<file path="config.mk">
export PLATFORM = sky130hd
export DESIGN_NAME = pdh_gpio_cmd_bridge
export DESIGN_NICKNAME = d
export VERILOG_FILES = /design/src/rtl/pdh_gpio_pkg.sv /design/src/rtl/pdh_sync_bus.sv /design/src/rtl/pdh_gpio_cmd_bridge.sv
export SDC_FILE = /design/constraint.sdc
export NUM_CORES = 1
export LEC_CHECK = 0
export CAP_MARGIN = 15
export CELL_PAD_IN_SITES_DETAIL_PLACEMENT = 0
export CELL_PAD_IN_SITES_GLOBAL_PLACEMENT = 2
export CORE_MARGIN = 4
export CORE_UTILIZATION = 25
export CTS_BUF_LIST = sky130_fd_sc_hd__clkbuf_8
export DETAILED_ROUTE_END_ITERATION = 10
export HOLD_SLACK_MARGIN = 0.1
export PLACE_DENSITY = 0.66
export SKIP_LAST_GASP = 1
export SLEW_MARGIN = 40
export SYNTH_ARGS = -nofsm -noshare
export SYNTH_HDL_FRONTEND = slang
export SYNTH_SLANG_ARGS = --single-unit
</file>
<file path="constraint.sdc">
create_clock -name clk -period 2.7 [get_ports clk]
set_input_delay 0.54 -clock clk [delete_from_list [all_inputs] [get_ports clk]]
set_output_delay 0.54 -clock clk [all_outputs]
set_load 0.02 [all_outputs]
</file>
<file path="src/rtl/pdh_gpio_pkg.sv">
// pdh_gpio_pkg
// Shared definitions for the PS GPIO command bridge. Holds the opcode and FSM
// state enums plus the bit layout of the 32-bit command and response words,
// so the bridge and anything that decodes its traffic agree on one layout.
package pdh_gpio_pkg;

  // Command word layout (PS -> PL)
  localparam int STROBE_BIT = 31;
  localparam int OPC_LSB    = 28;
  localparam int OPC_W      = 3;
  localparam int ADDR_LSB   = 24;
  localparam int ADDR_W     = 4;
  localparam int DATA_W     = 24;

  // Response word layout (PL -> PS); result occupies [DATA_W-1:0]
  localparam int ACK_BIT       = 31;
  localparam int ERR_BIT       = 30;
  localparam int RESP_ADDR_LSB = 24;

  typedef enum logic [OPC_W-1:0] {
    OP_NOP     = 3'd0,
    OP_WRITE   = 3'd1,
    OP_READ    = 3'd2,
    OP_SET     = 3'd3,
    OP_CLR     = 3'd4,
    OP_PULSE   = 3'd5,
    OP_STATUS  = 3'd6,
    OP_ILLEGAL = 3'd7
  } opcode_e;

  typedef enum logic [1:0] {
    ST_IDLE   = 2'd0,
    ST_DECODE = 2'd1,
    ST_EXEC   = 2'd2,
    ST_RESP   = 2'd3
  } state_e;

endpackage

</file>
<file path="src/rtl/pdh_sync_bus.sv">
// pdh_sync_bus
// Multi-flop synchroniser for a bus that crosses into the clk domain.
// The bus is only trusted once the sender has held it stable for longer than
// the chain depth, so per-bit skew is tolerated by the protocol above it.
// Ports:
//   clk  - destination clock
//   rst  - synchronous active-high reset, clears every stage
//   d    - asynchronous input bus
//   q    - synchronised bus (last stage)
module pdh_sync_bus #(
  parameter int WIDTH  = 32,
  parameter int STAGES = 2
) (
  input  logic             clk,
  input  logic             rst,
  input  logic [WIDTH-1:0] d,
  output logic [WIDTH-1:0] q
);

  logic [WIDTH-1:0] chain [STAGES];

  // Shift the input through the chain; stage 0 is the metastability catcher.
  always_ff @(posedge clk) begin
    if (rst) begin
      for (int i = 0; i < STAGES; i++) begin
        chain[i] <= '0;
      end
    end else begin
      chain[0] <= d;
      for (int i = 1; i < STAGES; i++) begin
        chain[i] <= chain[i-1];
      end
    end
  end

  assign q = chain[STAGES-1];

endmodule

</file>
<file path="src/rtl/pdh_gpio_cmd_bridge.sv">
// pdh_gpio_cmd_bridge
// Toggle-handshaked command engine between the PS GPIO pair and the pdh_core
// register file. The PS flips bit 31 of the command word to issue a command;
// the bridge flips bit 31 of the response word once it has executed it.
// Ports:
//   clk, rst     - pdh_clk and synchronous active-high reset
//   gpio_in_i    - command word from PS (asynchronous)
//   gpio_out_o   - response word to PS (holds between commands)
//   regs_o       - flat register file, reg n at [n*REG_WIDTH +: REG_WIDTH]
//   pulse_o      - one-cycle strobe per register for PULSE commands
//   status_i     - live status words returned by STATUS commands
//   busy_o       - high while a command is in flight
//   cmd_count_o  - count of completed commands, wraps at 16 bits
module pdh_gpio_cmd_bridge
  import pdh_gpio_pkg::*;
#(
  parameter int GPIO_IN_WIDTH  = 32,
  parameter int GPIO_OUT_WIDTH = 32,
  parameter int NUM_REGS       = 8,
  parameter int REG_WIDTH      = 16,
  parameter int SYNC_STAGES    = 2,
  parameter logic [NUM_REGS*REG_WIDTH-1:0] RESET_VAL = '0
) (
  input  logic                          clk,
  input  logic                          rst,
  input  logic [GPIO_IN_WIDTH-1:0]      gpio_in_i,
  output logic [GPIO_OUT_WIDTH-1:0]     gpio_out_o,
  output logic [NUM_REGS*REG_WIDTH-1:0] regs_o,
  output logic [NUM_REGS-1:0]           pulse_o,
  input  logic [NUM_REGS*REG_WIDTH-1:0] status_i,
  output logic                          busy_o,
  output logic [15:0]                   cmd_count_o
);

  localparam int IDX_W = (NUM_REGS > 1) ? $clog2(NUM_REGS) : 1;

  logic [GPIO_IN_WIDTH-1:0]  sync_word;
  state_e                    state_q, state_d;
  logic                      ack_q, strobe_q, busy_q, err_q;
  opcode_e                   opc_q;
  logic [ADDR_W-1:0]         addr_q;
  logic [DATA_W-1:0]         data_q, result_q;
  logic [REG_WIDTH-1:0]      regs_q [NUM_REGS];
  logic [NUM_REGS-1:0]       pulse_q;
  logic [GPIO_OUT_WIDTH-1:0] gpio_out_q, resp_word;
  logic [15:0]               cmd_count_q;

  logic [IDX_W-1:0]          idx;
  logic                      addr_ok;
  logic [REG_WIDTH-1:0]      cur_reg, reg_new, exec_res;
  logic                      reg_wr, pulse_hit, exec_err;
  int                        status_base;
  logic                      data_unused;

  pdh_sync_bus #(
    .WIDTH  (GPIO_IN_WIDTH),
    .STAGES (SYNC_STAGES)
  ) u_sync (
    .clk (clk),
    .rst (rst),
    .d   (gpio_in_i),
    .q   (sync_word)
  );

  // Out-of-range addresses are rejected before any indexing takes effect.
  assign idx         = addr_q[IDX_W-1:0];
  assign addr_ok     = ({1'b0, addr_q} < 5'(NUM_REGS));
  // Data bits above REG_WIDTH are ignored by design.
  assign data_unused = ^data_q;

  // Level compare of strobe against ack: toggles that arrive while busy are
  // resolved once back in IDLE, so a double toggle simply cancels out.
  always_comb begin
    state_d = state_q;
    case (state_q)
      ST_IDLE:   if (sync_word[STROBE_BIT] != ack_q) state_d = ST_DECODE;
      ST_DECODE: state_d = ST_EXEC;
      ST_EXEC:   state_d = ST_RESP;
      ST_RESP:   state_d = ST_IDLE;
      default:   state_d = ST_IDLE;
    endcase
  end

  // Opcode execution against the captured command; write opcodes report the
  // post-update register value as their result.
  always_comb begin
    cur_reg     = regs_q[idx];
    status_base = int'(idx) * REG_WIDTH;
    reg_new     = cur_reg;
    reg_wr      = 1'b0;
    pulse_hit   = 1'b0;
    exec_err    = 1'b0;
    exec_res    = '0;
    if (opc_q == OP_ILLEGAL || !addr_ok) begin
      exec_err = 1'b1;
    end else begin
      case (opc_q)
        OP_WRITE: begin
          reg_new  = data_q[REG_WIDTH-1:0];
          reg_wr   = 1'b1;
          exec_res = reg_new;
        end
        OP_READ:  exec_res = cur_reg;
        OP_SET: begin
          reg_new  = cur_reg | data_q[REG_WIDTH-1:0];
          reg_wr   = 1'b1;
          exec_res = reg_new;
        end
        OP_CLR: begin
          reg_new  = cur_reg & ~data_q[REG_WIDTH-1:0];
          reg_wr   = 1'b1;
          exec_res = reg_new;
        end
        OP_PULSE:  pulse_hit = 1'b1;
        OP_STATUS: exec_res  = status_i[status_base +: REG_WIDTH];
        default:   ;
      endcase
    end
  end

  always_comb begin
    resp_word                            = '0;
    resp_word[ACK_BIT]                   = strobe_q;
    resp_word[ERR_BIT]                   = err_q;
    resp_word[RESP_ADDR_LSB +: ADDR_W]   = addr_q;
    resp_word[DATA_W-1:0]                = result_q;
  end

  // Each state's action happens on the edge that enters the next state:
  // capture while IDLE, apply on DECODE->EXEC, respond on EXEC->RESP.
  always_ff @(posedge clk) begin
    if (rst) begin
      state_q     <= ST_IDLE;
      busy_q      <= 1'b0;
      ack_q       <= 1'b0;
      strobe_q    <= 1'b0;
      opc_q       <= OP_NOP;
      addr_q      <= '0;
      data_q      <= '0;
      err_q       <= 1'b0;
      result_q    <= '0;
      pulse_q     <= '0;
      gpio_out_q  <= '0;
      cmd_count_q <= '0;
      for (int i = 0; i < NUM_REGS; i++) begin
        regs_q[i] <= RESET_VAL[i*REG_WIDTH +: REG_WIDTH];
      end
    end else begin
      state_q <= state_d;
      busy_q  <= (state_d != ST_IDLE);
      pulse_q <= '0;
      if (state_q == ST_IDLE) begin
        strobe_q <= sync_word[STROBE_BIT];
        opc_q    <= opcode_e'(sync_word[OPC_LSB +: OPC_W]);
        addr_q   <= sync_word[ADDR_LSB +: ADDR_W];
        data_q   <= sync_word[DATA_W-1:0];
      end
      if (state_q == ST_DECODE) begin
        if (reg_wr)    regs_q[idx]  <= reg_new;
        if (pulse_hit) pulse_q[idx] <= 1'b1;
        err_q    <= exec_err;
        result_q <= DATA_W'(exec_res);
      end
      if (state_q == ST_EXEC) begin
        gpio_out_q  <= resp_word;
        ack_q       <= strobe_q;
        cmd_count_q <= cmd_count_q + 16'd1;
      end
    end
  end

  for (genvar g = 0; g < NUM_REGS; g++) begin : g_regs_out
    assign regs_o[g*REG_WIDTH +: REG_WIDTH] = regs_q[g];
  end

  assign gpio_out_o  = gpio_out_q;
  assign pulse_o     = pulse_q;
  assign busy_o      = busy_q;
  assign cmd_count_o = cmd_count_q;

endmodule

</file>
==> flow_summary.json, run 1 <==
{
  "grt_overflow": 0,
  "worstPathCellList": "and2b_1, nand2b_1, a21oi_1, a2bb2oi_2, nor2_1",
  "start_util": 0.254,
  "rr_endpoint": "regs_q[4][6]$_SDFFCE_PN0P_",
  "drc_errors": 0,
  "grt_use_total": 0.164,
  "worst_setup_path_start_kind": "register",
  "syn_inst": 1099,
  "area_growth_pct": 41.4,
  "status": "finished, final reports clean",
  "final-setup-viol-count": 0,
  "io_buffers": 328,
  "final_util": 0.359,
  "ys_ff_latch": 269,
  "clk_pin_slew_worst_paths_ps": 60,
  "cts_root_buf": "clkbuf_8",
  "grt_pass1_wl_um": 65300,
  "synthArstFlopShare": 0,
  "synth.avg_cell_area_um2": 11.1,
  "num_vias": 9840,
  "cp_data_required_time_ps": 3030,
  "synth.area.top_cells": "edfxtp_1 32%, dfxtp_1 23%, mux2i_1 7.2%",
  "grt_setup_unrepaired": "no",
  "slew_headroom": 0.513,
  "drtPass1Iterations": 5,
  "post-route-worst-setup-slack_ps": 309,
  "antenna_left": 0,
  "place.gp.congestion": 0.821,
  "rr_startpoint": "opc_q[0]$_SDFFE_PP0N_",
  "slew_violations": 0,
  "cts_sinks": 269,
  "yosysMostFrequentCell": "nor2_1",
  "htree_levels": 2,
  "synth_common_cells": "207 x nor2_1, 141 x dfxtp_1, 128 x edfxtp_1",
  "holdPathStages": 2,
  "fin_crit_ps": 2390,
  "worstSetupEndpointType": "register",
  "r2r_cells": 5,
  "clk_latency_ps": 600,
  "coreArea_mm2": 0.0479,
  "layout.nets": 1622,
  "critPathKind": "register to register",
  "synth_cell_types": 58,
  "hold_end": "opc_q[2]$_SDFFE_PP0N_",
  "instances_no_fill": 2107,
  "drt-initial-drc-count": 448,
  "hold_start": "rst",
  "power.leakage_nw": 6.16,
  "clk_path_buf_depth": 3,
  "yosys_warnings": 0,
  "critPathMaxStageDelay_ps": 620,
  "drive_gt1_frac": 0.137,
  "tritoncts": "done",
  "cts_buffers": 48,
  "antenna_found_initial": 0,
  "io_pins": 347,
  "ys.flop_type": "dfxtp_1",
  "peakVddDrop_uv": 434,
  "die_h_um": 229,
  "cts_hold_buf": 0,
  "p_per_area_mw_per_mm2": 607,
  "drt-total-wl_um": 44700,
  "rows": 80,
  "dp_hpwl_um": 33900,
  "cp_data_arrival_time_ps": 2720,
  "worst_slew_pin_slew_ps": 730,
  "grt_pass1_vias": 10100,
  "final-hold-violation-count": 0,
  "ys_seq_area_frac": 0.548,
  "r2r_slack_ps": 310,
  "die-area_mm2": 0.0523,
  "place_ws_ps": 347,
  "dp.cells": 2021,
  "yosysTopAreaCell": "edfxtp_1",
  "critPathMaxFanout": 15,
  "timing.fmax_mhz": 418,
  "fin_skew_ps": 26.6,
  "min_path_type": "input port to register",
  "via_per_inst": 4.67,
  "fp.dieW_um": 229,
  "finalSetupTns_ps": 0,
  "synth_top_area_share": 0.316,
  "synth-edff-count": 128,
  "cts_resized": 0,
  "wl_per_cell_um": 21.2,
  "post-route-period-util": 0.886,
  "maxCapViolations": 0,
  "crit_slowest_cell": "dfxtp_1",
  "whs_ps": 322,
  "syn_area_mm2": 0.0122,
  "nFillCells": 4787,
  "post_cts_buffers": 0,
  "grt_start_max_net_pins": 85
}
==> sequential cells by signal (all words and copies together) (netlist names), named ones only <==
signal	flops
addr_q	4
gpio_out_o	21
err_q	1
strobe_q	1
busy_o	1
result_q	16
u_sync.chain	48
ack_q	1
state_q	2
data_q	16
opc_q	3
regs_q	128
pulse_o	8
cmd_count_o	16
==> final cells by class <==
| type | instances | area (µm²) | share of cell area |
|---|---|---|---|
| tap | 615 | 769 | 0.0447 |
| clock inverter | 31 | 126 | 0.00734 |
| timing repair buffer | 387 | 3800 | 0.221 |
| sequential | 269 | 6670 | 0.388 |
| inverter | 6 | 22.5 | 0.00131 |
| clock buffer | 54 | 743 | 0.0432 |
| multi-input combinational | 744 | 5080 | 0.295 |
| antenna | 1 | 2.50 | 0.000145 |
==> layout by cell type (no fill, tap or decap), drive strengths merged, types with 5 or more instances in the layout <==
master         instances
clkdlybuf4s50        327
nor2                 208
dfxtp                141
edfxtp               128
mux2i                 87
nand2                 82
nor2b                 60
buf                   60
clkbuf                54
mux2                  40
inv                   31
o21ai                 25
a21oi                 23
o22ai                 22
a221oi                20
a22oi                 18
nand2b                16
mux4                  16
a2bb2oi               13
o21a                  12
o211a                 12
a221o                 11
conb                  10
xnor2                  9
nand3                  8
nor3                   5
xor2                   5
==> report_power, final <==
group          leakage [nW]  internal, W  switching (W)  total [W]
sequential             2.47      0.00445       0.000162    0.00461
combinational          3.16      0.00109        0.00128    0.00237
clock                 0.533      0.00181        0.00166    0.00347
total                  6.16      0.00735        0.00310     0.0105
==> critical path, delay by kind of cell (launching register included) <==
| kind | cells | cell delay [ps] |
|---|---|---|
| flops | 1 | 620 |
| compound gates | 2 | 750 |
| simple gates | 3 | 750 |
==> logic make-up after synthesis <==
family,Yosys count,synth area share
AND/OR/NAND/NOR,399,0.150
flip-flops,269,0.548
AO/OA/AOI/OAI,174,0.111
multiplexers,143,0.138
buffers and inverters,95,0.0384
XOR/XNOR,14,0.0101
adder cells (fa/ha/maj),4,0.00411
other,1,0.000308
==> stage by stage <==
| step | total power [W] | area, µm² |
|---|---|---|
| floorplan | 0.00610 | 12200 |
| detailed placement | 0.00711 | 16300 |
| CTS | 0.0107 | 17200 |
| finish | 0.0105 | 17200 |
| global route | 0.0110 | 17200 |
| global placement | 0.00710 | 16300 |
==> routing by layer <==
layer  routed length (µm)  GRT usage  up-vias  share of wire
met5                    0          0        -              0
met4                 1280     0.0528        0          0.029
met1                17900      0.195     4800           0.40
li1                     -          -     4647              -
met3                 2490     0.0376       66          0.056
met2                23000      0.294      327           0.51
==> worst max path at each step <==
stage | start | end | slack (ps) | cells after the start
final | opc_q[0]$_SDFFE_PP0N_ | regs_q[4][6]$_SDFFCE_PN0P_ | 310 | 5
after global placement | opc_q[0]$_SDFFE_PP0N_ | regs_q[4][6]$_SDFFCE_PN0P_ | 330 | 5
after global routing | opc_q[0]$_SDFFE_PP0N_ | regs_q[5][6]$_SDFFCE_PN0P_ | 140 | 5
after detailed placement | opc_q[0]$_SDFFE_PP0N_ | regs_q[4][6]$_SDFFCE_PN0P_ | 350 | 5
after CTS | opc_q[0]$_SDFFE_PP0N_ | regs_q[4][6]$_SDFFCE_PN0P_ | 330 | 5
after floorplan | opc_q[1]$_SDFFE_PP0N_ | regs_q[7][0]$_SDFFCE_PN0P_ | 470 | 6
No activity file was read; power rests on OpenSTA's default activity.
==> run 2, diff against run 1 <==
--- a/config.mk
+++ b/config.mk
@@ -10,7 +10,6 @@
 export CELL_PAD_IN_SITES_GLOBAL_PLACEMENT = 2
 export CORE_MARGIN = 4
 export CORE_UTILIZATION = 25
-export CTS_BUF_LIST = sky130_fd_sc_hd__clkbuf_8
 export DETAILED_ROUTE_END_ITERATION = 10
 export HOLD_SLACK_MARGIN = 0.1
 export PLACE_DENSITY = 0.66
@@ -19,3 +18,4 @@
 export SYNTH_ARGS = -nofsm -noshare
 export SYNTH_HDL_FRONTEND = slang
 export SYNTH_SLANG_ARGS = --single-unit
+export TNS_END_PERCENT = 5
==> run 2 against run 1 <==
Net effect:
- non-clock buffer count unchanged
- global-route usage down 0.29 points
- combinational power about the same
- sequential share of layout area down 0.21 points
- utilization up 0.20 points
- sequential cell count unchanged
- clock-buffer cell count down 16
- register-to-register slack worse by 20 ps
- total power up 4.7%
- die area unchanged
- largest cell class unchanged
==> flow_summary.json, run 2 (synthesis results as in run 1) <==
{
  "regMostFlops": "regs_q",
  "coreArea_mm2": 0.0479,
  "timing.fmax_mhz": 415,
  "final_cell_mix": "327 x clkdlybuf4s50_1, 207 x nor2_1, 138 x dfxtp_1",
  "post_cts_buffers": 0,
  "layout.nets": 1605,
  "cp_data_required_time_ps": 3000,
  "clk_path_buf_depth": 3,
  "dp_hpwl_um": 33900,
  "num_vias": 9741,
  "p_per_area_mw_per_mm2": 632,
  "io_pins": 347,
  "slew_headroom": 0.509,
  "power_frac_comb": 0.216,
  "clk_latency_ps": 570,
  "worstSetupEndpointType": "register",
  "status": "finished, final reports clean",
  "final_util": 0.361,
  "io_buffers": 328,
  "fin_skew_ps": 28.2,
  "worst_setup_path_start_kind": "register",
  "pwr-share-clk": 0.363,
  "crit_buf_inv": 0,
  "swShare": 0.285,
  "cts_root_buf": "clkbuf_16",
  "final-hold-violation-count": 0,
  "grt_use_total": 0.161,
  "cts_resized": 0,
  "power.total_w": 0.0109,
  "drt-initial-drc-count": 487,
  "grt_overflow": 0,
  "critPathMaxStageDelay_ps": 630,
  "power_switching_w": 0.00312,
  "worstPathCellList": "and2b_1, nand2b_1, a21oi_1, a2bb2oi_2, nor2_1",
  "p_int_w": 0.00783,
  "maxCapViolations": 0,
  "area_growth_pct": 42.2,
  "antenna_left": 0,
  "drive_gt1_frac": 0.133,
  "grt_setup_unrepaired": "no",
  "worst_slew_pin_slew_ps": 736,
  "critPathKind": "register to register",
  "die-area_mm2": 0.0523,
  "htree_levels": 1,
  "antenna_found_initial": 0,
  "post-route-period-util": 0.892,
  "fp.dieW_um": 229,
  "via_per_inst": 4.69,
  "fin_crit_ps": 2410,
  "critPathTopFamily": "compound AO/OA/AOI/OAI gates",
  "tritoncts": "done",
  "cts_hold_buf": 0,
  "wl_per_cell_um": 21.3,
  "n_antenna_cell": 0,
  "grt_pass1_wl_um": 64900,
  "cp_data_arrival_time_ps": 2710,
  "rows": 80,
  "grt_start_max_net_pins": 85,
  "crit_slowest_cell": "dfxtp_1",
  "grt_pass1_vias": 9894,
  "final-setup-viol-count": 0,
  "critPathMaxFanout": 15,
  "layout_commonest_cell": "clkdlybuf4s50_1",
  "power.leakage_nw": 6.10,
  "drt-total-wl_um": 44300,
  "start_util": 0.254,
  "peakVddDrop_uv": 500,
  "drtPass1Iterations": 5,
  "place.gp.congestion": 0.821,
  "whs_ps": 365,
  "finalSetupTns_ps": 0,
  "largest_reg_flops": 128,
  "slew_violations": 0,
  "clk_pin_slew_worst_paths_ps": 60,
  "die_h_um": 229,
  "pwr-share-seq": 0.421,
  "cts_sinks": 269,
  "drc_errors": 0,
  "cts_buffers": 31,
  "min_path_type": "input port to register"
}
[run 2: changes by cell type in the layout (fill, tap and decap cells not counted), sizes merged]
| cell | previous run | this run |
|---|---|---|
| clkinvlp | 2 | 4 |
| bufinv | 0 | 1 |
| inv | 31 | 7 |
| diode | 1 | 0 |
| clkinv | 4 | 12 |
| clkbuf | 54 | 38 |
[run 2: stage by stage]
| step | cells | setup slack (ps) | instance area [µm²] |
|---|---|---|---|
| after floorplan | 1108 | 472 | 12200 |
| after global placement | 2021 | 333 | 16300 |
| after detailed placement | 2021 | 347 | 16300 |
| after CTS | 2077 | 325 | 17300 |
| after global routing | 2077 | 147 | 17300 |
| final | 2077 | 291 | 17300 |
[run 2: power groups by stage]
| stage | clock network (W) | logic (W) | registers [W] |
|---|---|---|---|
| after floorplan | 0 | 0.00137 | 0.00473 |
| after global placement | 0 | 0.00240 | 0.00470 |
| after detailed placement | 0 | 0.00241 | 0.00470 |
| after CTS | 0.00409 | 0.00241 | 0.00462 |
| after global routing | 0.00427 | 0.00255 | 0.00463 |
| final | 0.00397 | 0.00237 | 0.00461 |
[run 2: worst paths after layout]
path | slack, ps | from | end | depth (start not counted)
worst min register to register | 420 | u_sync.chain[0][26]$_SDFF_PP0_ | u_sync.chain[0][58]$_SDFF_PP0_ | 1
worst max register to register | 290 | opc_q[0]$_SDFFE_PP0N_ | regs_q[5][6]$_SDFFCE_PN0P_ | 5
worst min-delay path | 360 | rst | opc_q[2]$_SDFFE_PP0N_ | 2
worst max-delay path | 290 | opc_q[0]$_SDFFE_PP0N_ | regs_q[5][6]$_SDFFCE_PN0P_ | 5
[run 2: layer usage]
| metal | track usage | vias to the layer above | wire length [µm] |
|---|---|---|---|
| li1 | - | 4606 | - |
| met1 | 0.197 | 4767 | 17900 |
| met2 | 0.293 | 312 | 23000 |
| met3 | 0.0289 | 56 | 2350 |
| met4 | 0.0431 | 0 | 1080 |
| met5 | 0 | - | 0 |
[run 2: area by class of cell]
class,count,area (µm²)
Clock buffer,38,842
Clock inverter,18,124
Multi-Input combinational cell,744,5080
Timing Repair Buffer,387,3800
Sequential cell,269,6670
Inverter,6,22.5
Fill cell,4770,30600
Tap cell,615,769
